--- config.mk ---
export PLATFORM = sky130hd
export DESIGN_NAME = can_clic_ctrl_flat
export DESIGN_NICKNAME = d
export VERILOG_FILES = /design/src/rtl/can_clic_ctrl_if.sv /design/src/rtl/can_clic_ctrl.sv /design/src/flat_wrapper.sv
export SDC_FILE = /design/constraint.sdc
export NUM_CORES = 1
export LEC_CHECK = 0
export ABC_AREA = 1
export BUFFER_PORTS_ARGS = -buffer_cell sky130_fd_sc_hd__buf_2
export CAP_MARGIN = 20
export CORE_MARGIN = 2
export CORE_UTILIZATION = 38
export DETAILED_ROUTE_END_ITERATION = 10
export PLACE_DENSITY = 0.55
export SLEW_MARGIN = 20
export SYNTH_ARGS = -nofsm -noshare
export SYNTH_HDL_FRONTEND = slang
export SYNTH_SLANG_ARGS = --single-unit
--- constraint.sdc ---
create_clock -name clk -period 1.7 [get_ports clk]
set_input_delay 0.34 -clock clk [delete_from_list [all_inputs] [get_ports clk]]
set_output_delay 0.34 -clock clk [all_outputs]
set_load 0.05 [all_outputs]
--- src/rtl/can_clic_ctrl_if.sv ---
`default_nettype none
// ============================================================================
// Module   : can_clic_ctrl_if
// Purpose  : Configuration bus and interrupt offer/return handshake between
//            the core and the CLIC controller.
// Revision : 1.0
// ============================================================================
interface can_clic_ctrl_if #(
    parameter int PRIO_BITS  = 3,
    parameter int INDEX_BITS = 2
);
    logic                  cfg_we;
    logic [INDEX_BITS-1:0] cfg_idx;
    logic                  cfg_enable;
    logic [PRIO_BITS-1:0]  cfg_prio;
    logic                  irq_valid;
    logic                  irq_ready;
    logic [INDEX_BITS-1:0] irq_id;
    logic [PRIO_BITS-1:0]  irq_prio;
    logic                  complete;

    // master is the core side, slave is the controller
    modport master (
        output cfg_we, cfg_idx, cfg_enable, cfg_prio, irq_ready, complete,
        input  irq_valid, irq_id, irq_prio
    );

    modport slave (
        input  cfg_we, cfg_idx, cfg_enable, cfg_prio, irq_ready, complete,
        output irq_valid, irq_id, irq_prio
    );
endinterface
`default_nettype wire

--- src/rtl/can_clic_ctrl.sv ---
`default_nettype none
// ============================================================================
// Module   : can_clic_ctrl
// Purpose  : Sequential CLIC controller: edge-detected pending state, bit-serial
//            MSB-first priority elimination, valid/ready offer and nesting stack.
// Revision : 1.0
// ============================================================================
module can_clic_ctrl #(
    parameter int PRIO_BITS  = 3,
    parameter int INDEX_BITS = 2,
    parameter int NEST_DEPTH = 4
) (
    input  logic                     clk,
    input  logic                     rst_n,
    input  logic [2**INDEX_BITS-1:0] irq_src,
    can_clic_ctrl_if.slave           bus,
    output logic [PRIO_BITS-1:0]     cur_level,
    output logic                     nest_full,
    output logic                     err_underflow
);
    localparam int c_NUM_IRQ = 2**INDEX_BITS;
    localparam int c_SP_W    = $clog2(NEST_DEPTH + 1);
    localparam int c_SI_W    = (NEST_DEPTH > 1) ? $clog2(NEST_DEPTH) : 1;
    localparam int c_J_W     = (PRIO_BITS > 1) ? $clog2(PRIO_BITS) : 1;

    typedef enum logic [1:0] {
        S_IDLE  = 2'd0,
        S_SCAN  = 2'd1,
        S_OFFER = 2'd2
    } state_t;

    state_t                r_state;
    state_t                w_state_next;

    logic [c_NUM_IRQ-1:0]  r_src_q;
    logic [c_NUM_IRQ-1:0]  r_pending;
    logic [c_NUM_IRQ-1:0]  r_enable;
    logic [PRIO_BITS-1:0]  r_prio [c_NUM_IRQ];
    logic [c_NUM_IRQ-1:0]  r_contender;
    logic [c_J_W-1:0]      r_j;

    logic [PRIO_BITS-1:0]  r_stack [NEST_DEPTH];
    logic [c_SP_W-1:0]     r_sp;
    logic [PRIO_BITS-1:0]  r_cur_level;
    logic                  r_err;

    logic                  r_valid;
    logic [INDEX_BITS-1:0] r_id;
    logic [PRIO_BITS-1:0]  r_irq_prio;

    logic [c_NUM_IRQ-1:0]  w_rise;
    logic [c_NUM_IRQ-1:0]  w_eligible;
    logic [c_NUM_IRQ-1:0]  w_bit_j;
    logic [c_NUM_IRQ-1:0]  w_survivors;
    logic [c_NUM_IRQ-1:0]  w_clr;
    logic [INDEX_BITS-1:0] w_win_id;
    logic [PRIO_BITS-1:0]  w_win_prio;
    logic                  w_nest_full;
    logic                  w_accept;
    logic                  w_start;
    logic                  w_offer_load;
    logic [c_SI_W-1:0]     w_push_idx;
    logic [c_SI_W-1:0]     w_top_idx;

    assign w_rise = irq_src & ~r_src_q;

    for (genvar gi = 0; gi < c_NUM_IRQ; gi++) begin : g_src
        assign w_eligible[gi] = r_pending[gi] & r_enable[gi] & (r_prio[gi] > r_cur_level);
        assign w_bit_j[gi]    = r_prio[gi][r_j];
    end

    // Only eliminate on this bit when at least one contender carries a 1 there
    assign w_survivors = (|(r_contender & w_bit_j)) ? (r_contender & w_bit_j) : r_contender;

    always_comb begin
        w_win_id = '0;
        for (int i = c_NUM_IRQ - 1; i >= 0; i--) begin
            if (w_survivors[i]) begin
                w_win_id = INDEX_BITS'(i);
            end
        end
    end

    assign w_win_prio  = r_prio[w_win_id];
    assign w_nest_full = (r_sp == c_SP_W'(NEST_DEPTH));
    assign w_push_idx  = r_sp[c_SI_W-1:0];
    assign w_top_idx   = c_SI_W'(r_sp - 1'b1);

    // A simultaneous complete takes precedence and leaves the offer standing
    assign w_accept = (r_state == S_OFFER) & r_valid & bus.irq_ready & ~bus.complete;

    always_comb begin
        w_clr = '0;
        if (w_accept) begin
            w_clr[r_id] = 1'b1;
        end
    end

    always_comb begin
        w_state_next = r_state;
        w_start      = 1'b0;
        w_offer_load = 1'b0;
        case (r_state)
            S_IDLE: begin
                if ((|w_eligible) && !w_nest_full && !bus.cfg_we) begin
                    w_start      = 1'b1;
                    w_state_next = S_SCAN;
                end
            end
            S_SCAN: begin
                if (bus.cfg_we) begin
                    w_state_next = S_IDLE;
                end else if (r_j == '0) begin
                    w_offer_load = 1'b1;
                    w_state_next = S_OFFER;
                end
            end
            S_OFFER: begin
                if (w_accept) begin
                    w_state_next = S_IDLE;
                end
            end
            default: begin
                w_state_next = S_IDLE;
            end
        endcase
    end

    always_ff @(posedge clk or negedge rst_n) begin
        if (!rst_n) begin
            r_state <= S_IDLE;
        end else begin
            r_state <= w_state_next;
        end
    end

    always_ff @(posedge clk or negedge rst_n) begin
        if (!rst_n) begin
            r_src_q     <= '0;
            r_pending   <= '0;
            r_enable    <= '0;
            r_contender <= '0;
            r_j         <= '0;
            r_sp        <= '0;
            r_cur_level <= '0;
            r_err       <= 1'b0;
            r_valid     <= 1'b0;
            r_id        <= '0;
            r_irq_prio  <= '0;
            for (int k = 0; k < c_NUM_IRQ; k++) begin
                r_prio[k] <= '0;
            end
            for (int k = 0; k < NEST_DEPTH; k++) begin
                r_stack[k] <= '0;
            end
        end else begin
            r_src_q   <= irq_src;
            r_pending <= (r_pending & ~w_clr) | w_rise;

            if (bus.cfg_we) begin
                r_enable[bus.cfg_idx] <= bus.cfg_enable;
                r_prio[bus.cfg_idx]   <= bus.cfg_prio;
            end

            if (w_start) begin
                r_contender <= w_eligible;
                r_j         <= c_J_W'(PRIO_BITS - 1);
            end else if (r_state == S_SCAN) begin
                r_contender <= w_survivors;
                r_j         <= r_j - 1'b1;
            end

            if (w_offer_load) begin
                r_valid    <= 1'b1;
                r_id       <= w_win_id;
                r_irq_prio <= w_win_prio;
            end else if (w_accept) begin
                r_valid <= 1'b0;
            end

            // Scans only start below full depth, so an accept always has room
            if (w_accept) begin
                r_stack[w_push_idx] <= r_cur_level;
                r_sp                <= r_sp + 1'b1;
                r_cur_level         <= r_irq_prio;
            end else if (bus.complete) begin
                if (r_sp != '0) begin
                    r_cur_level <= r_stack[w_top_idx];
                    r_sp        <= r_sp - 1'b1;
                end else begin
                    r_err <= 1'b1;
                end
            end
        end
    end

    assign bus.irq_valid = r_valid;
    assign bus.irq_id    = r_id;
    assign bus.irq_prio  = r_irq_prio;
    assign cur_level     = r_cur_level;
    assign nest_full     = w_nest_full;
    assign err_underflow = r_err;

endmodule
`default_nettype wire

--- src/flat_wrapper.sv ---
// flat-port wrapper written by rule: the top's interface ports become plain ports
module can_clic_ctrl_flat 
#(
    parameter int PRIO_BITS  = 3,
    parameter int INDEX_BITS = 2,
    parameter int NEST_DEPTH = 4
)
  (clk, rst_n, irq_src, cur_level, nest_full, err_underflow, bus_cfg_we, bus_cfg_idx, bus_cfg_enable, bus_cfg_prio, bus_irq_ready, bus_complete, bus_irq_valid, bus_irq_id, bus_irq_prio);
  can_clic_ctrl_if #(.PRIO_BITS(PRIO_BITS), .INDEX_BITS(INDEX_BITS)) bus_i ();
  input  logic clk;
  input  logic rst_n;
  input  logic [2**INDEX_BITS-1:0] irq_src;
  output logic [PRIO_BITS-1:0] cur_level;
  output logic nest_full;
  output logic err_underflow;
  input wire logic [$bits(bus_i.cfg_we)-1:0] bus_cfg_we;
  input wire logic [$bits(bus_i.cfg_idx)-1:0] bus_cfg_idx;
  input wire logic [$bits(bus_i.cfg_enable)-1:0] bus_cfg_enable;
  input wire logic [$bits(bus_i.cfg_prio)-1:0] bus_cfg_prio;
  input wire logic [$bits(bus_i.irq_ready)-1:0] bus_irq_ready;
  input wire logic [$bits(bus_i.complete)-1:0] bus_complete;
  output wire logic [$bits(bus_i.irq_valid)-1:0] bus_irq_valid;
  output wire logic [$bits(bus_i.irq_id)-1:0] bus_irq_id;
  output wire logic [$bits(bus_i.irq_prio)-1:0] bus_irq_prio;
  assign bus_i.cfg_we = bus_cfg_we;
  assign bus_i.cfg_idx = bus_cfg_idx;
  assign bus_i.cfg_enable = bus_cfg_enable;
  assign bus_i.cfg_prio = bus_cfg_prio;
  assign bus_i.irq_ready = bus_irq_ready;
  assign bus_i.complete = bus_complete;
  assign bus_irq_valid = bus_i.irq_valid;
  assign bus_irq_id = bus_i.irq_id;
  assign bus_irq_prio = bus_i.irq_prio;
  can_clic_ctrl #(.PRIO_BITS(PRIO_BITS), .INDEX_BITS(INDEX_BITS), .NEST_DEPTH(NEST_DEPTH)) u_core (.clk(clk), .rst_n(rst_n), .irq_src(irq_src), .bus(bus_i), .cur_level(cur_level), .nest_full(nest_full), .err_underflow(err_underflow));
endmodule
* Yosys cells after proc, flatten, opt, wreduce, memory -nomap -nowiden
Cells that the tools add are included.
Storage, ports and cells: bits of input ports 15, register bits 57
Operators by class: order comparisons 15, equality and inequality tests 6, $add $sub $neg 3, bitwise operators 24, reduce and logical (&&, ||, !) cells 20, muxes and demuxes 53
Operators with widths (number):
- $mux W3 | 12
- $bwmux W12 | 2
- $mux W2 | 10
- $mux W4 | 4
- $mux W1 | 13
- $and A4 B4 Y4 | 3
- $bmux W3 S2 | 2
- $demux W3 S2 | 2
- $ge A3 B3 Y1 const B | 4
- $gt A3 B3 Y1 | 4
- $not A2 Y3 | 4
- $and A1 B1 Y1 | 11
- $lt A2 B3 Y1 const B | 3
- $bmux W1 S2 | 4
- $not A4 Y4 | 2
- $reduce_bool A2 Y1 | 4
- $reduce_or A4 Y1 | 2
- $logic_and A1 B1 Y1 | 6
- $lt A3 B1 Y1 const B | 2
- $pmux W2 S3 | 1
- $reduce_and A3 Y1 | 2
- $bwmux W4 | 1
- $demux W1 S2 | 2
- $ge A2 B1 Y1 const B | 2
- other kinds (14) | 19

* Depth between registers and ports, before layout
Gate-level depths: netlist of the first run.
depth in word-level cells 13, gate-level depth with buffers 18, depth with buffers taken out 17

* Worst setup path after synthesis of the first run
No wires, ideal clock.
kind reg-to-reg, from register u_core.r_cur_level[2], in the netlist u_core.cur_level[2], to register u_core.r_contender[3], buffers on the path 0, path slack -0.525 ns, arrival time 2.086 ns, stages on the path, launching flop included 12, period minus slack after synthesis 2.225 ns, cells stage by stage dfrtp_1 -> inv_1 -> ha_1 -> nand2_1 -> o21ai_0 -> nand4_1 -> nand4_1 -> nand4_1 -> nand2_1 -> inv_1 -> nand2_1 -> o221ai_1
On the way: cells in the longest elaborated chain, start to end 8
RTL lines:
- from (decl) | RTL line can_clic_ctrl.sv:44 | logic [PRIO_BITS-1:0] r_cur_level;
- from (signal assigned) | RTL line can_clic_ctrl.sv:185 | r_cur_level <= r_irq_prio;
- from (signal assigned) | RTL line can_clic_ctrl.sv:188 | r_cur_level <= r_stack[w_top_idx];
- $gt A3 B3 Y1 | RTL line can_clic_ctrl.sv:68 | assign w_eligible[gi] = r_pending[gi] & r_enable[gi] & (r_prio[gi] > r_cur_level);
- $and A1 B1 Y1 | RTL line can_clic_ctrl.sv:68
- $reduce_or A4 Y1 | RTL line can_clic_ctrl.sv:105 | if ((|w_eligible) && !w_nest_full && !bus.cfg_we) begin
- $logic_and A1 B1 Y1 (2 in a row) | RTL line can_clic_ctrl.sv:105
- $mux W1 | RTL line can_clic_ctrl.sv:105
- $mux W1 | RTL line can_clic_ctrl.sv:103 | case (r_state)
- $mux W4 / $reduce_bool A2 Y1 (equally long branches)
- to (signal assigned) | RTL line can_clic_ctrl.sv:166 | r_contender <= w_eligible;
- to (signal assigned) | RTL line can_clic_ctrl.sv:169 | r_contender <= w_survivors;
- to (decl) | RTL line can_clic_ctrl.sv:39 | logic [c_NUM_IRQ-1:0] r_contender;
Several ways; a longest one is shown, not always the timed one. A chain may end at the register's enable or synchronous reset.

* Worst setup path in the final report of the first run
from register u_core.r_j[0], to register u_core.r_irq_prio[1], in the netlist u_core.bus.irq_prio[1]
On the way: cells in the longest elaborated chain, start to end 13
RTL lines:
- from (decl) | RTL line can_clic_ctrl.sv:40 | logic [c_J_W-1:0] r_j;
- from (signal assigned) | RTL line can_clic_ctrl.sv:167 | r_j <= c_J_W'(PRIO_BITS - 1);
- from (signal assigned) | RTL line can_clic_ctrl.sv:170 | r_j <= r_j - 1'b1;
- $bmux W1 S2 | RTL line can_clic_ctrl.sv:69 | assign w_bit_j[gi] = r_prio[gi][r_j];
- $mux W1 (not written as such) | RTL line can_clic_ctrl.sv:69
- $and A4 B4 Y4 | RTL line can_clic_ctrl.sv:73 | assign w_survivors = (|(r_contender & w_bit_j)) ? (r_contender & w_bit_j) : r_contender;
- $reduce_or A4 Y1 | RTL line can_clic_ctrl.sv:73
- $mux W4 | RTL line can_clic_ctrl.sv:73
- $mux W2 (4 in a row) | RTL line can_clic_ctrl.sv:78 | if (w_survivors[i]) begin
- $not A2 Y3 (not written as such) | RTL line can_clic_ctrl.sv:84 | assign w_win_prio = r_prio[w_win_id];
- $bmux W3 S2 | RTL line can_clic_ctrl.sv:84
- $mux W3 (not written as such) (2 in a row) | RTL line can_clic_ctrl.sv:84
- to (signal assigned) | RTL line can_clic_ctrl.sv:176 | r_irq_prio <= w_win_prio;
- to (decl) | RTL line can_clic_ctrl.sv:49 | logic [PRIO_BITS-1:0] r_irq_prio;
Several ways; a longest one is shown, not always the timed one. The select of a mux whose other input is x is not followed.

==> results of run 1 <==
## registers in the layout, summed over array words and instances (netlist names)
signal	flops
u_core.cur_level	3
u_core.r_enable	4
u_core.bus.irq_id	2
u_core.r_state	2
u_core.r_contender	4
u_core.r_src_q	4
u_core.r_j	2
u_core.bus.irq_prio	3
u_core.bus.irq_valid	1
u_core.r_prio	12
u_core.r_sp	3
u_core.r_pending	4
u_core.err_underflow	1
u_core.r_stack	12
## placed cells by master (no fill, tap or decap), drive strengths merged
| cell type | netlist | routed |
|---|---|---|
| nand2 | 107 | 107 |
| buf | 1 | 80 |
| dfrtp | 57 | 57 |
| o21ai | 56 | 56 |
| inv | 43 | 42 |
| nand3 | 21 | 21 |
| ha | 18 | 18 |
| nor2 | 17 | 17 |
| clkbuf | 1 | 11 |
| nand4 | 7 | 7 |
| a21oi | 7 | 7 |
| o22ai | 6 | 6 |
| clkinv | 1 | 5 |
| o221ai | 4 | 4 |
| xor2 | 2 | 2 |
| nand3b | 2 | 2 |
| bufinv | 0 | 2 |
| or2 | 1 | 1 |
| o31ai | 1 | 1 |
| o21bai | 1 | 1 |
| o211ai | 1 | 1 |
| dlygate4sd3 | 0 | 1 |
## layer usage
metal | GRT usage (%) | vias up | share of wire (%)
li1 | - | 1353 | -
met1 | 28.60 | 1229 | 50
met2 | 28.86 | 46 | 44
met3 | 4.601 | 6 | 5.1
met4 | 7.836 | 0 | 0.85
met5 | 0 | - | 0
## what timing repair did
item                                    CTS  global route
cloned                                    0             0
gates resized for setup                  18            46
endpoints found under the hold margin     5             0
buffers inserted                          9             8
endpoints found under the setup margin   12            23
hold buffers                              1             0
pin swaps                                18            23
## final cells by class
| class | count | area (sq um) |
|---|---|---|
| Timing Repair Buffer | 81 | 590.6 |
| Tap cell | 102 | 127.6 |
| Clock inverter | 5 | 78.83 |
| Sequential cell | 57 | 1433 |
| Multi-Input combinational cell | 251 | 1574 |
| Inverter | 44 | 185.2 |
| Clock buffer | 11 | 141.4 |
| Fill cell | 723 | 3517 |
## through the flow
step	setup TNS, ps	area (sq um)	hold slack, ps	worst slack (ps)	cells
after floorplan	-1228	3022	44.41	-232.1	354
after global placement	-772.8	3570	204.3	-201.0	517
after detailed placement	-1395	3570	206.9	-255.4	517
after CTS	-1169	3931	107.9	-177.6	543
after global routing	-2938	4130	108.5	-304.9	551
final	-1335	4130	130.7	-186.5	551
## critical path, stage by stage, from the launching register on
cell and delay, ps:
dfrtp_2 490, clkinv_4 110, nand2_2 50, nand3_2 60, nand2_2 60, nand2_2 80, nand2_4 70, nor2_4 140
nand2_1 80, nand2_2 110, inv_2 60, nand2_4 110, nand2_4 80, nand2_1 70, nand3_1 60, nand2_1 80
nand2_1 60, nand2_1 60
## power by group
group	leakage, nW	total, mW	switching, mW	internal, mW
sequential	0.707	2.01	0.325	1.69
combinational	1.21	3.80	2.23	1.57
clock	0.113	1.41	0.546	0.863
## cell families (layout without fill, tap and decap cells)
group           after synthesis  in the layout  share of synthesized area, %
buf+inv                      46            141                         6.342
xor+xnor                      2              2                        0.5921
flops                        57             57                         48.20
compound gates               76             76                         14.00
simple gates                155            155                         23.26
fa+ha+maj                    18             18                         7.611
## worst paths after layout
kind                                                       to  slack [ps]  cells past startpoint
min in group asynchronous      u_core.r_stack[10]$_DFFE_PN0P_         380                      2
max reg2reg                u_core.bus.irq_prio[1]$_DFFE_PN0P_        -190                     17
max in group asynchronous           u_core.r_j[0]$_DFFE_PN0P_         850                      3
min                               u_core.r_src_q[2]$_DFF_PN0_         130                      1
min reg2reg                     u_core.r_pending[2]$_DFF_PN0_         410                      1
max                        u_core.bus.irq_prio[1]$_DFFE_PN0P_        -190                     17
## Yosys cell counts (2+ instances only)
cell	count	area [sq um]
a21oi_1	6	30.03
dfrtp_1	57	1426
ha_1	18	225.2
inv_1	38	142.6
inv_2	3	11.26
nand2_1	97	364.1
nand2_2	8	50.05
nand2_4	2	22.52
nand3_1	21	105.1
nand3b_1	2	15.01
nand4_1	7	43.79
nor2_1	14	52.55
nor2_4	2	22.52
o21ai_0	54	270.3
o21ai_1	2	10.01
o221ai_1	4	35.03
o22ai_1	6	37.54
xor2_1	2	17.52
==> impl_metrics.sql, run 1 <==
INSERT INTO impl_metrics (metric_group, metric, value, unit) VALUES
('worst_setup_path', 'critical_path_required', '1960', 'ps'),
('cells_and_area', 'final_core_utilization', '54.01', '%'),
('hold_path', 'min-delay-path-class', 'primary input to register', ''),
('worst_setup_path', 'crit_type', 'register to register', ''),
('routing', 'mean_routed_wirelength_per_cell', '14.03', 'um'),
('timing', 'fin_skew', '13.94', 'ps'),
('worst_setup_path', 'timing.rr.start', 'u_core.r_j[0]$_DFFE_PN0P_', ''),
('cts', 'number_of_clock_buffers_inserted_by_tritoncts', '9', ''),
('floorplanning', 'die-height', '92.25', 'um'),
('cts', 'cts_htree_levels', '3', ''),
('synth', 'synth_top_flop_cell', 'dfrtp_1', ''),
('cells_and_area', 'antennaDiodeCount', '0', ''),
('floorplanning', 'die_area', '8509', 'sq um'),
('floorplanning', 'core-area', '7647', 'sq um'),
('power', 'finalPower', '7.225', 'mW'),
('worst_setup_path', 'cp_data_arrival_time', '2150', 'ps'),
('run_status', 'status', 'finished with violations', ''),
('cts', 'clk_root_buffer_cell', 'clkbuf_8', ''),
('power', 'p_leak', '2.027', 'nW'),
('routing', 'totalWireLength', '7731', 'um'),
('synth', 'number_of_distinct_library_cell_variants_in_the_gate_level_netlist_after_synthesis', '29', ''),
('routing', 'first_iter_violations', '90', ''),
('timing', 'report.final.setup_viol', '11', ''),
('timing', 'clock.fmax', '0.5301', 'GHz'),
('routing', 'via_count', '2634', ''),
('worst_setup_path', 'crit_path_start_kind', 'register', ''),
('cells_and_area', 'drive_gt1_share', '37.86', '%'),
('placed_design', 'finalWeightedCongestion', '0.8249', ''),
('synth', 'postSynth.asyncResetShare', '100.0', '%'),
('power', 'maximum_vdd_drop', '0.0005772', 'V'),
('synth', 'ys_ff_latch', '57', ''),
('global_route', 'grt_max_degree', '34', ''),
('routing', 'drt_pre_antenna_iters', '4', ''),
('synth', 'number_of_flops_mapped_to_enable_cells_by_yosys', '0', ''),
('timing', 'finalCritPeriodShare', '111.0', '%'),
('global_route', 'overflow', '0', ''),
('routing', 'route.detailed.drc', '0', ''),
('routing', 'postRouteAntennaNets', '0', ''),
('placed_design', 'port_buffers', '25', ''),
('global_route', 'number_of_global_route_vias_before_repair', '2556', ''),
('floorplanning', 'die_w', '92.25', 'um'),
('placed_design', 'dp.final_hpwl', '5724', 'um'),
('timing', 'drv_slew', '0', ''),
('run_status', 'violations', 'setup timing', ''),
('global_route', 'number_of_antenna_violations_at_the_first_check_in_global_routing', '0', ''),
('cts', 'clkSinkCount', '57', ''),
('timing', 'rsz0062_at_grt', 'true', ''),
('floorplanning', 'initial_utilization', '38.69', '%'),
('power', 'cellPowerDensity', '1749', 'nW/um^2'),
('synth', 'synthesis.area_per_instance', '8.359', 'sq um'),
('cells_and_area', 'design.final.nets', '477', ''),
('floorplanning', 'num_io_pins', '26', ''),
('cts', 'cts_tree', 'built', ''),
('cts', 'cts.reportedPaths.clkPinSlew', '60', 'ps'),
('synth', 'synth.yosys.seq_area_share', '48.20', '%'),
('timing', 'worst_slew_pin_slew', '282.5', 'ps'),
('cts', 'insertion_delay', '330', 'ps'),
('routing', 'routed_via_density', '4.780', ''),
('worst_setup_path', 'cp_capture_type', 'register', ''),
('synth', 'syn_std_cell_area', '2959', 'sq um'),
('timing', 'hold_viol', '0', ''),
('timing', 'post-route-worst-setup-slack', '-186.5', 'ps'),
('cells_and_area', 'synthToLayoutAreaGrowth', '39.58', '%'),
('timing', 'period_minus_slack', '1886', 'ps'),
('worst_setup_path', 'crit_path_max_fanout', '7', ''),
('timing', 'timing.max_slew.rel_slack', '81.11', '%'),
('global_route', 'wire_length_of_the_first_global_routing_pass', '12930', 'um'),
('synth', 'yosysWarnings', '0', ''),
('run', 'drv_cap', '0', ''),
('global_route', 'grt.total_usage', '19.85', '%'),
('synth', 'synth.net_count', '387', ''),
('synth', 'number_of_instances_in_the_synthesized_netlist', '354', ''),
('hold_path', 'min-delay-start', 'irq_src[2]', ''),
('floorplanning', 'placementRows', '32', ''),
('cts', 'clock_buffer_depth', '2', ''),
('worst_setup_path', 'crit_path_start', 'u_core.r_j[0]$_DFFE_PN0P_', '');
No activity file was read; power rests on OpenSTA's default activity.
==> run 2: changes to the inputs <==
CORE_UTILIZATION = 53   (was 38)
CTS_CLUSTER_DIAMETER = 60   (was unset)
PLACE_DENSITY = 0.73   (was 0.55)
==> run 2 against run 1 <==
Effect of this change: global-route usage up 7.3 points; worst setup slack lost 130 ps; via count up 7.6%; design area fell by 3.8%; clock-buffer cell count did not move; die area shrank 27%; critical path depth decreased by 1; core utilization grew 19 points; clock power about the same; combinational power down 1%; sequential share of layout area increased by 1.4 points; the flow finishes with violations (hold timing, setup timing).
==> impl_metrics.sql, run 2 (synthesis results as in run 1) <==
INSERT INTO impl_metrics (metric_group, metric, value, unit) VALUES
('worst_setup_path', 'critical-path-slowest-cell', 'dfrtp_2', ''),
('timing', 'worst_slew_pin_slew', '330.0', 'ps'),
('floorplanning', 'num_io_pins', '26', ''),
('placed_design', 'post-place-ws', '-162.3', 'ps'),
('timing', 'timing.hold.ws', '-7.874', 'ps'),
('cells_and_area', 'design.final.nets', '471', ''),
('routing', 'routed_via_density', '5.501', ''),
('timing', 'drv_slew', '0', ''),
('timing', 'finalCritPeriodShare', '118.4', '%'),
('worst_setup_path', 'critical_path_required', '1930', 'ps'),
('hold_path', 'min-delay-path-class', 'primary input to asynchronous set/reset pin', ''),
('cts', 'insertion_delay', '340', 'ps'),
('timing', 'period_minus_slack', '2013', 'ps'),
('timing', 'hold_viol', '7', ''),
('run', 'drv_cap', '0', ''),
('power', 'maximum_vdd_drop', '0.0009116', 'V'),
('cells_and_area', 'drive_gt1_share', '35.21', '%'),
('routing', 'route.detailed.drc', '0', ''),
('global_route', 'number_of_antenna_violations_at_the_first_check_in_global_routing', '0', ''),
('run_status', 'status', 'finished with violations', ''),
('timing', 'timing.max_slew.rel_slack', '77.94', '%'),
('worst_setup_path', 'r2r-end', 'u_core.bus.irq_prio[0]$_DFFE_PN0P_', ''),
('cells_and_area', 'largest_regs', 'u_core.r_prio: 12 flops, u_core.r_stack: 12 flops', ''),
('timing', 'setup_tns', '-2090', 'ps'),
('placed_design', 'post-place-cells', '482', ''),
('timing', 'post-route-worst-setup-slack', '-313.1', 'ps'),
('placed_design', 'finalWeightedCongestion', '0.9424', ''),
('worst_setup_path', 'crit_type', 'register to register', ''),
('floorplanning', 'die-height', '78.72', 'um'),
('timing', 'clock.fmax', '0.4968', 'GHz'),
('worst_setup_path', 'timing.rr.start', 'u_core.r_j[0]$_DFFE_PN0P_', ''),
('cts', 'cts_tree', 'built', ''),
('routing', 'totalWireLength', '7943', 'um'),
('cells_and_area', 'layout.cells.most_common', 'nand2_1', ''),
('timing', 'fin_skew', '6.452', 'ps'),
('cts', 'clk_root_buffer_cell', 'clkbuf_8', ''),
('floorplanning', 'placementRows', '27', ''),
('cts', 'cts_htree_levels', '3', ''),
('cts', 'number_of_clock_buffers_inserted_by_tritoncts', '9', ''),
('routing', 'first_iter_violations', '231', ''),
('routing', 'mean_routed_wirelength_per_cell', '15.42', 'um'),
('worst_setup_path', 'worst_path_dominant_cell_family', 'simple AND/OR/NAND/NOR gates', ''),
('worst_setup_path', 'cp_capture_type', 'register', ''),
('cells_and_area', 'synthToLayoutAreaGrowth', '34.25', '%'),
('power', 'cellPowerDensity', '1815', 'nW/um^2'),
('cells_and_area', 'final-seq-area', '1433', 'sq um'),
('cts', 'clkSinkCount', '57', ''),
('power', 'p_leak', '1.978', 'nW'),
('cts', 'clock_buffer_depth', '2', ''),
('global_route', 'grt.total_usage', '27.19', '%'),
('cts', 'cts.reportedPaths.clkPinSlew', '70', 'ps'),
('global_route', 'overflow', '0', ''),
('global_route', 'wire_length_of_the_first_global_routing_pass', '12670', 'um'),
('worst_setup_path', 'crit_path_max_fanout', '7', ''),
('cells_and_area', 'fillerInstances', '402', ''),
('worst_setup_path', 'crit_path_start_kind', 'register', ''),
('placed_design', 'port_buffers', '25', ''),
('cells_and_area', 'final_core_utilization', '73.04', '%'),
('placed_design', 'dp.final_hpwl', '5516', 'um'),
('worst_setup_path', 'crit_path_cell_trace', 'clkinv_4 -> nand2_2 -> nand3_2 -> nand2_2 -> nand2_2 -> nand2_4 -> nor2_4 -> nand2_1 -> nand2_1 -> nand2_2 -> nand2_4 -> nand2_4 -> nand2_1 -> nand3_1 -> nand3_1 -> nand2_1', ''),
('worst_setup_path', 'critical_path_depth', '16', ''),
('worst_setup_path', 'timing.critical_path.slowest_cell_delay', '480', 'ps'),
('routing', 'postRouteAntennaNets', '0', ''),
('cells_and_area', 'area_of_combinational_cells_with_multiple_inputs', '1518', 'sq um'),
('worst_setup_path', 'cp_data_arrival_time', '2240', 'ps'),
('floorplanning', 'die_area', '6197', 'sq um'),
('global_route', 'grt_max_degree', '58', ''),
('worst_setup_path', 'worst-path-buf-inv', '1', ''),
('cells_and_area', 'final_cell_count_no_fill', '515', ''),
('cells_and_area', 'layout.cells.most_common_list', 'nand2_1, dfrtp_1, buf_4', ''),
('run_status', 'violations', 'hold timing, setup timing', ''),
('worst_setup_path', 'reg2reg_slack', '-310', 'ps'),
('routing', 'via_count', '2833', ''),
('power', 'finalPower', '7.209', 'mW'),
('floorplanning', 'core-area', '5439', 'sq um'),
('floorplanning', 'die_w', '78.72', 'um'),
('worst_setup_path', 'reg2regPathDepth', '16', ''),
('global_route', 'number_of_global_route_vias_before_repair', '2593', ''),
('floorplanning', 'initial_utilization', '54.41', '%'),
('routing', 'drt_pre_antenna_iters', '5', ''),
('cells_and_area', 'antennaDiodeCount', '0', ''),
('timing', 'rsz0062_at_grt', 'true', ''),
('cts', 'ctsHoldBuffers', '0', ''),
('timing', 'report.final.setup_viol', '12', '');
[run 2: cell types whose count changed in the layout (fill, tap and decap cells not counted), sizes merged]
cell	change
buf	-5
clkinv	-2
clkinvlp	+2
dlygate4sd3	-1
[run 2: repair_timing]
item	4_1_cts	5_1_grt
resized for setup	12	32
setup endpoints to repair	13	34
buffers inserted	9	8
pin swaps	11	22
[run 2: how the worst max path moves through the flow]
stage	start	endpoint	slack [ps]
2_1_floorplan	u_core.cur_level[2]$_DFFE_PN0P_	u_core.r_contender[3]$_DFFE_PN0P_	-230
3_3_place_gp	u_core.r_j[0]$_DFFE_PN0P_	u_core.bus.irq_prio[0]$_DFFE_PN0P_	-130
3_5_place_dp	u_core.r_j[0]$_DFFE_PN0P_	u_core.bus.irq_prio[1]$_DFFE_PN0P_	-160
4_1_cts	u_core.cur_level[2]$_DFFE_PN0P_	u_core.r_contender[3]$_DFFE_PN0P_	-110
5_1_grt	u_core.r_j[0]$_DFFE_PN0P_	u_core.bus.irq_prio[0]$_DFFE_PN0P_	-420
6_report	u_core.r_j[0]$_DFFE_PN0P_	u_core.bus.irq_prio[0]$_DFFE_PN0P_	-310
[run 2: worst register-to-register path: stages, from the launching register on]
cell and delay, ps:
dfrtp_2 480, clkinv_4 100, nand2_2 60, nand3_2 70
nand2_2 70, nand2_2 100, nand2_4 70, nor2_4 160
nand2_1 90, nand2_1 110, nand2_2 90, nand2_4 140
nand2_4 90, nand2_1 80, nand3_1 70, nand3_1 80
nand2_1 50
[run 2: area by class of cell]
| type | count | area share (%) |
|---|---|---|
| Sequential cell | 57 | 36.06 |
| Multi-Input combinational cell | 251 | 38.20 |
| Clock buffer | 11 | 3.811 |
| Inverter | 44 | 4.630 |
| Clock inverter | 5 | 1.953 |
| Tap cell | 72 | 2.268 |
| Timing Repair Buffer | 75 | 13.07 |
[run 2: layer usage]
layer	track usage, %	vias up	wire (um)
met2	42.74	127	3736
met4	11.23	0	200
li1	-	1341	-
met1	36.17	1341	3418
met3	6.705	24	588
met5	0	-	0
[run 2: stage by stage]
step | instance area (sq um) | hold WS [ps]
after floorplan | 3022 | 44.41
after global placement | 3482 | 366.0
after detailed placement | 3482 | 366.9
after CTS | 3804 | 3.136
after global routing | 3973 | 2.716
final | 3973 | -7.874
[run 2: power by group]
group | internal [mW] | switching [mW]
logic | 1.51 | 2.25
clock network | 0.899 | 0.539
registers | 1.69 | 0.327
==> run 3: changes to the inputs <==
CELL_PAD_IN_SITES_DETAIL_PLACEMENT = 0   (was unset)
CELL_PAD_IN_SITES_GLOBAL_PLACEMENT = 1   (was unset)
CORE_UTILIZATION = 40   (was 53)
==> run 3 against run 2 <==
Effect of this change: the flow finishes with violations (setup timing); core utilization is 15 points lower; combinational power up 7.7%; total power up 4.6%; critical path depth down 5; critical endpoint is now u_core.r_contender[3]$_DFFE_PN0P_; largest cell class unchanged.
==> impl_metrics.sql, run 3 (synthesis results as in run 1) <==
INSERT INTO impl_metrics (metric_group, metric, value, unit) VALUES
('cells_and_area', 'layout.cells.most_common_list', 'nand2_1, buf_4, dfrtp_1', ''),
('cts', 'cts_tree', 'built', ''),
('worst_setup_path', 'crit_top_cell', 'nand4_1', ''),
('timing', 'timing.max_slew.rel_slack', '66.69', '%'),
('cells_and_area', 'design.final.nets', '486', ''),
('global_route', 'grt_max_degree', '24', ''),
('cts', 'insertion_delay', '350', 'ps'),
('floorplanning', 'core-area', '7214', 'sq um'),
('timing', 'period_minus_slack', '1955', 'ps'),
('timing', 'report.final.setup_viol', '11', ''),
('hold_path', 'min_to', 'u_core.r_src_q[1]$_DFF_PN0_', ''),
('cts', 'cts.reportedPaths.clkPinSlew', '70', 'ps'),
('floorplanning', 'die-height', '90.01', 'um'),
('run_status', 'status', 'finished with violations', ''),
('global_route', 'wire_length_of_the_first_global_routing_pass', '13300', 'um'),
('timing', 'timing.hold.ws', '106.1', 'ps'),
('routing', 'drt_pre_antenna_iters', '4', ''),
('cells_and_area', 'layout.cells.most_common', 'nand2_1', ''),
('timing', 'worst_slew_pin_slew', '499.6', 'ps'),
('hold_path', 'hold-path-cell-count', '1', ''),
('cts', 'clkSinkCount', '57', ''),
('placed_design', 'finalWeightedCongestion', '0.8121', ''),
('worst_setup_path', 'crit_type', 'register to register', ''),
('global_route', 'number_of_antenna_violations_at_the_first_check_in_global_routing', '0', ''),
('worst_setup_path', 'crit_path_start_kind', 'register', ''),
('worst_setup_path', 'crit_path_max_fanout', '5', ''),
('worst_setup_path', 'timing.critical_path.slowest_cell_delay', '410', 'ps'),
('routing', 'routed_via_density', '4.984', ''),
('routing', 'route.detailed.drc', '0', ''),
('power', 'maximum_vdd_drop', '0.0005976', 'V'),
('timing', 'hold_viol', '0', ''),
('run_status', 'violations', 'setup timing', ''),
('global_route', 'grt.total_usage', '20.77', '%'),
('floorplanning', 'die_area', '8102', 'sq um'),
('worst_setup_path', 'r2r-end', 'u_core.r_contender[3]$_DFFE_PN0P_', ''),
('floorplanning', 'placementRows', '31', ''),
('worst_setup_path', 'critical_path_required', '1920', 'ps'),
('cts', 'number_of_clock_buffers_inserted_by_tritoncts', '9', ''),
('floorplanning', 'num_io_pins', '26', ''),
('hold_path', 'min-delay-start', 'irq_src[1]', ''),
('routing', 'via_count', '2776', ''),
('worst_setup_path', 'cp_data_arrival_time', '2170', 'ps'),
('placed_design', 'dp.final_hpwl', '5775', 'um'),
('timing', 'drv_slew', '0', ''),
('cells_and_area', 'antennaDiodeCount', '0', ''),
('cts', 'clk_root_buffer_cell', 'clkbuf_8', ''),
('routing', 'mean_routed_wirelength_per_cell', '14.45', 'um'),
('global_route', 'overflow', '0', ''),
('timing', 'finalCritPeriodShare', '115.0', '%'),
('routing', 'postRouteAntennaNets', '0', ''),
('floorplanning', 'initial_utilization', '41.02', '%'),
('cells_and_area', 'drive_gt1_share', '40.61', '%'),
('power', 'p_leak', '2.070', 'nW'),
('worst_setup_path', 'reg2reg_slack', '-260', 'ps'),
('cells_and_area', 'largest_regs', 'u_core.r_prio: 12 flops, u_core.r_stack: 12 flops', ''),
('placed_design', 'port_buffers', '25', ''),
('timing', 'setup_tns', '-2043', 'ps'),
('floorplanning', 'die_w', '90.01', 'um'),
('routing', 'first_iter_violations', '197', ''),
('hold_path', 'min-delay-path-class', 'primary input to register', ''),
('worst_setup_path', 'critical-path-slowest-cell', 'dfrtp_2', ''),
('power', 'cellPowerDensity', '1788', 'nW/um^2'),
('worst_setup_path', 'cp_capture_type', 'register', ''),
('cts', 'clock_buffer_depth', '2', ''),
('global_route', 'number_of_global_route_vias_before_repair', '2690', ''),
('cells_and_area', 'fillerInstances', '679', ''),
('timing', 'rsz0062_at_grt', 'true', ''),
('worst_setup_path', 'timing.rr.start', 'u_core.cur_level[2]$_DFFE_PN0P_', ''),
('cts', 'cts_htree_levels', '3', ''),
('timing', 'post-route-worst-setup-slack', '-255.0', 'ps'),
('worst_setup_path', 'reg2regPathDepth', '11', ''),
('routing', 'totalWireLength', '8046', 'um'),
('worst_setup_path', 'crit_path_cell_trace', 'clkinv_4 -> ha_4 -> nand2_2 -> o21ai_2 -> nand4_1 -> nand4_1 -> nand4_1 -> nand2_2 -> inv_4 -> nand2_1 -> o221ai_2', ''),
('cells_and_area', 'synthToLayoutAreaGrowth', '42.49', '%'),
('run', 'drv_cap', '0', ''),
('timing', 'clock.fmax', '0.5115', 'GHz'),
('timing', 'fin_skew', '7.905', 'ps');
-- run 3: cell count changes in the layout (fill, tap and decap cells not counted), moves of 2 or more --
cell / previous run / this run
buf_4: 49 / 59
o221ai_1: 4 / 0
o221ai_2: 0 / 4
a21oi_1: 4 / 1
a21oi_2: 3 / 6
buf_6: 1 / 4
inv_1: 34 / 31
inv_2: 5 / 8
dfrtp_1: 52 / 50
dfrtp_2: 5 / 7
nand3_1: 16 / 14
nand3_2: 5 / 7
o21ai_0: 48 / 46
-- run 3: cell type report --
cell class / count / area, sq um / share of cell area (%)
Clock buffer: 11 / 151.4 / 3.591
Timing Repair Buffer: 90 / 658.1 / 15.61
Sequential cell: 57 / 1435 / 34.04
Clock inverter: 5 / 77.57 / 1.840
Inverter: 44 / 182.7 / 4.332
Tap cell: 99 / 123.9 / 2.938
Multi-Input combinational cell: 251 / 1588 / 37.66
-- run 3: layer usage --
layer	share of wire, %	vias up	global-route usage [%]
met1	49	1318	28.78
met4	2.2	0	8.846
li1	-	1381	-
met2	46	63	31.70
met5	0	-	0
met3	2.9	14	4.191
-- run 3: worst max-delay path by stage --
| stage | start | endpoint | slack [ps] | depth (start not counted) |
|---|---|---|---|---|
| after global routing | u_core.cur_level[2]$_DFFE_PN0P_ | u_core.r_contender[3]$_DFFE_PN0P_ | -350 | 11 |
| after floorplan | u_core.cur_level[2]$_DFFE_PN0P_ | u_core.r_contender[3]$_DFFE_PN0P_ | -230 | 11 |
| final | u_core.cur_level[2]$_DFFE_PN0P_ | u_core.r_contender[3]$_DFFE_PN0P_ | -260 | 11 |
| after global placement | u_core.cur_level[2]$_DFFE_PN0P_ | u_core.r_j[0]$_DFFE_PN0P_ | -220 | 10 |
| after detailed placement | u_core.r_prio[5]$_DFFE_PN0P_ | u_core.r_contender[2]$_DFFE_PN0P_ | -230 | 10 |
| after CTS | u_core.cur_level[2]$_DFFE_PN0P_ | u_core.r_contender[2]$_DFFE_PN0P_ | -170 | 11 |
-- run 3: power by group --
group          switching [mW]  total, mW  internal, mW
sequential              0.340       2.03          1.69
clock                   0.565       1.46         0.899
combinational            2.30       4.05          1.75
-- run 3: critical path: cells and delay by family, from the launching register on --
family                   cells  cell delay, ps
buffers and inverters        2             170
AND/OR/NAND/NOR              6             740
flip-flops                   1             410
adder cells (fa/ha/maj)      1             300
AO/OA/AOI/OAI                2             200
-- run 3: stage by stage --
stage / instance area (sq um) / util [%] / setup slack, ps / cells / power, mW
6_report: 4217 / 58.45 / -255.0 / 557 / 7.540
4_1_cts: 4043 / 56.04 / -172.9 / 549 / 7.122
3_3_place_gp: 3581 / 49.64 / -222.7 / 516 / 5.177
3_5_place_dp: 3581 / 49.64 / -229.4 / 516 / 5.189
5_1_grt: 4217 / 58.45 / -350.5 / 557 / 8.099
2_1_floorplan: 3022 / - / -232.1 / 354 / 4.102
-- run 3: repair_timing --
item / in CTS / in global routing
endpoints found under the setup margin: 13 / 22
endpoints found under the hold margin: 17 / 0
resized for setup: 34 / 35
setup buffers: 16 / 8
pin swaps: 16 / 17
hold buffers: 1 / 0
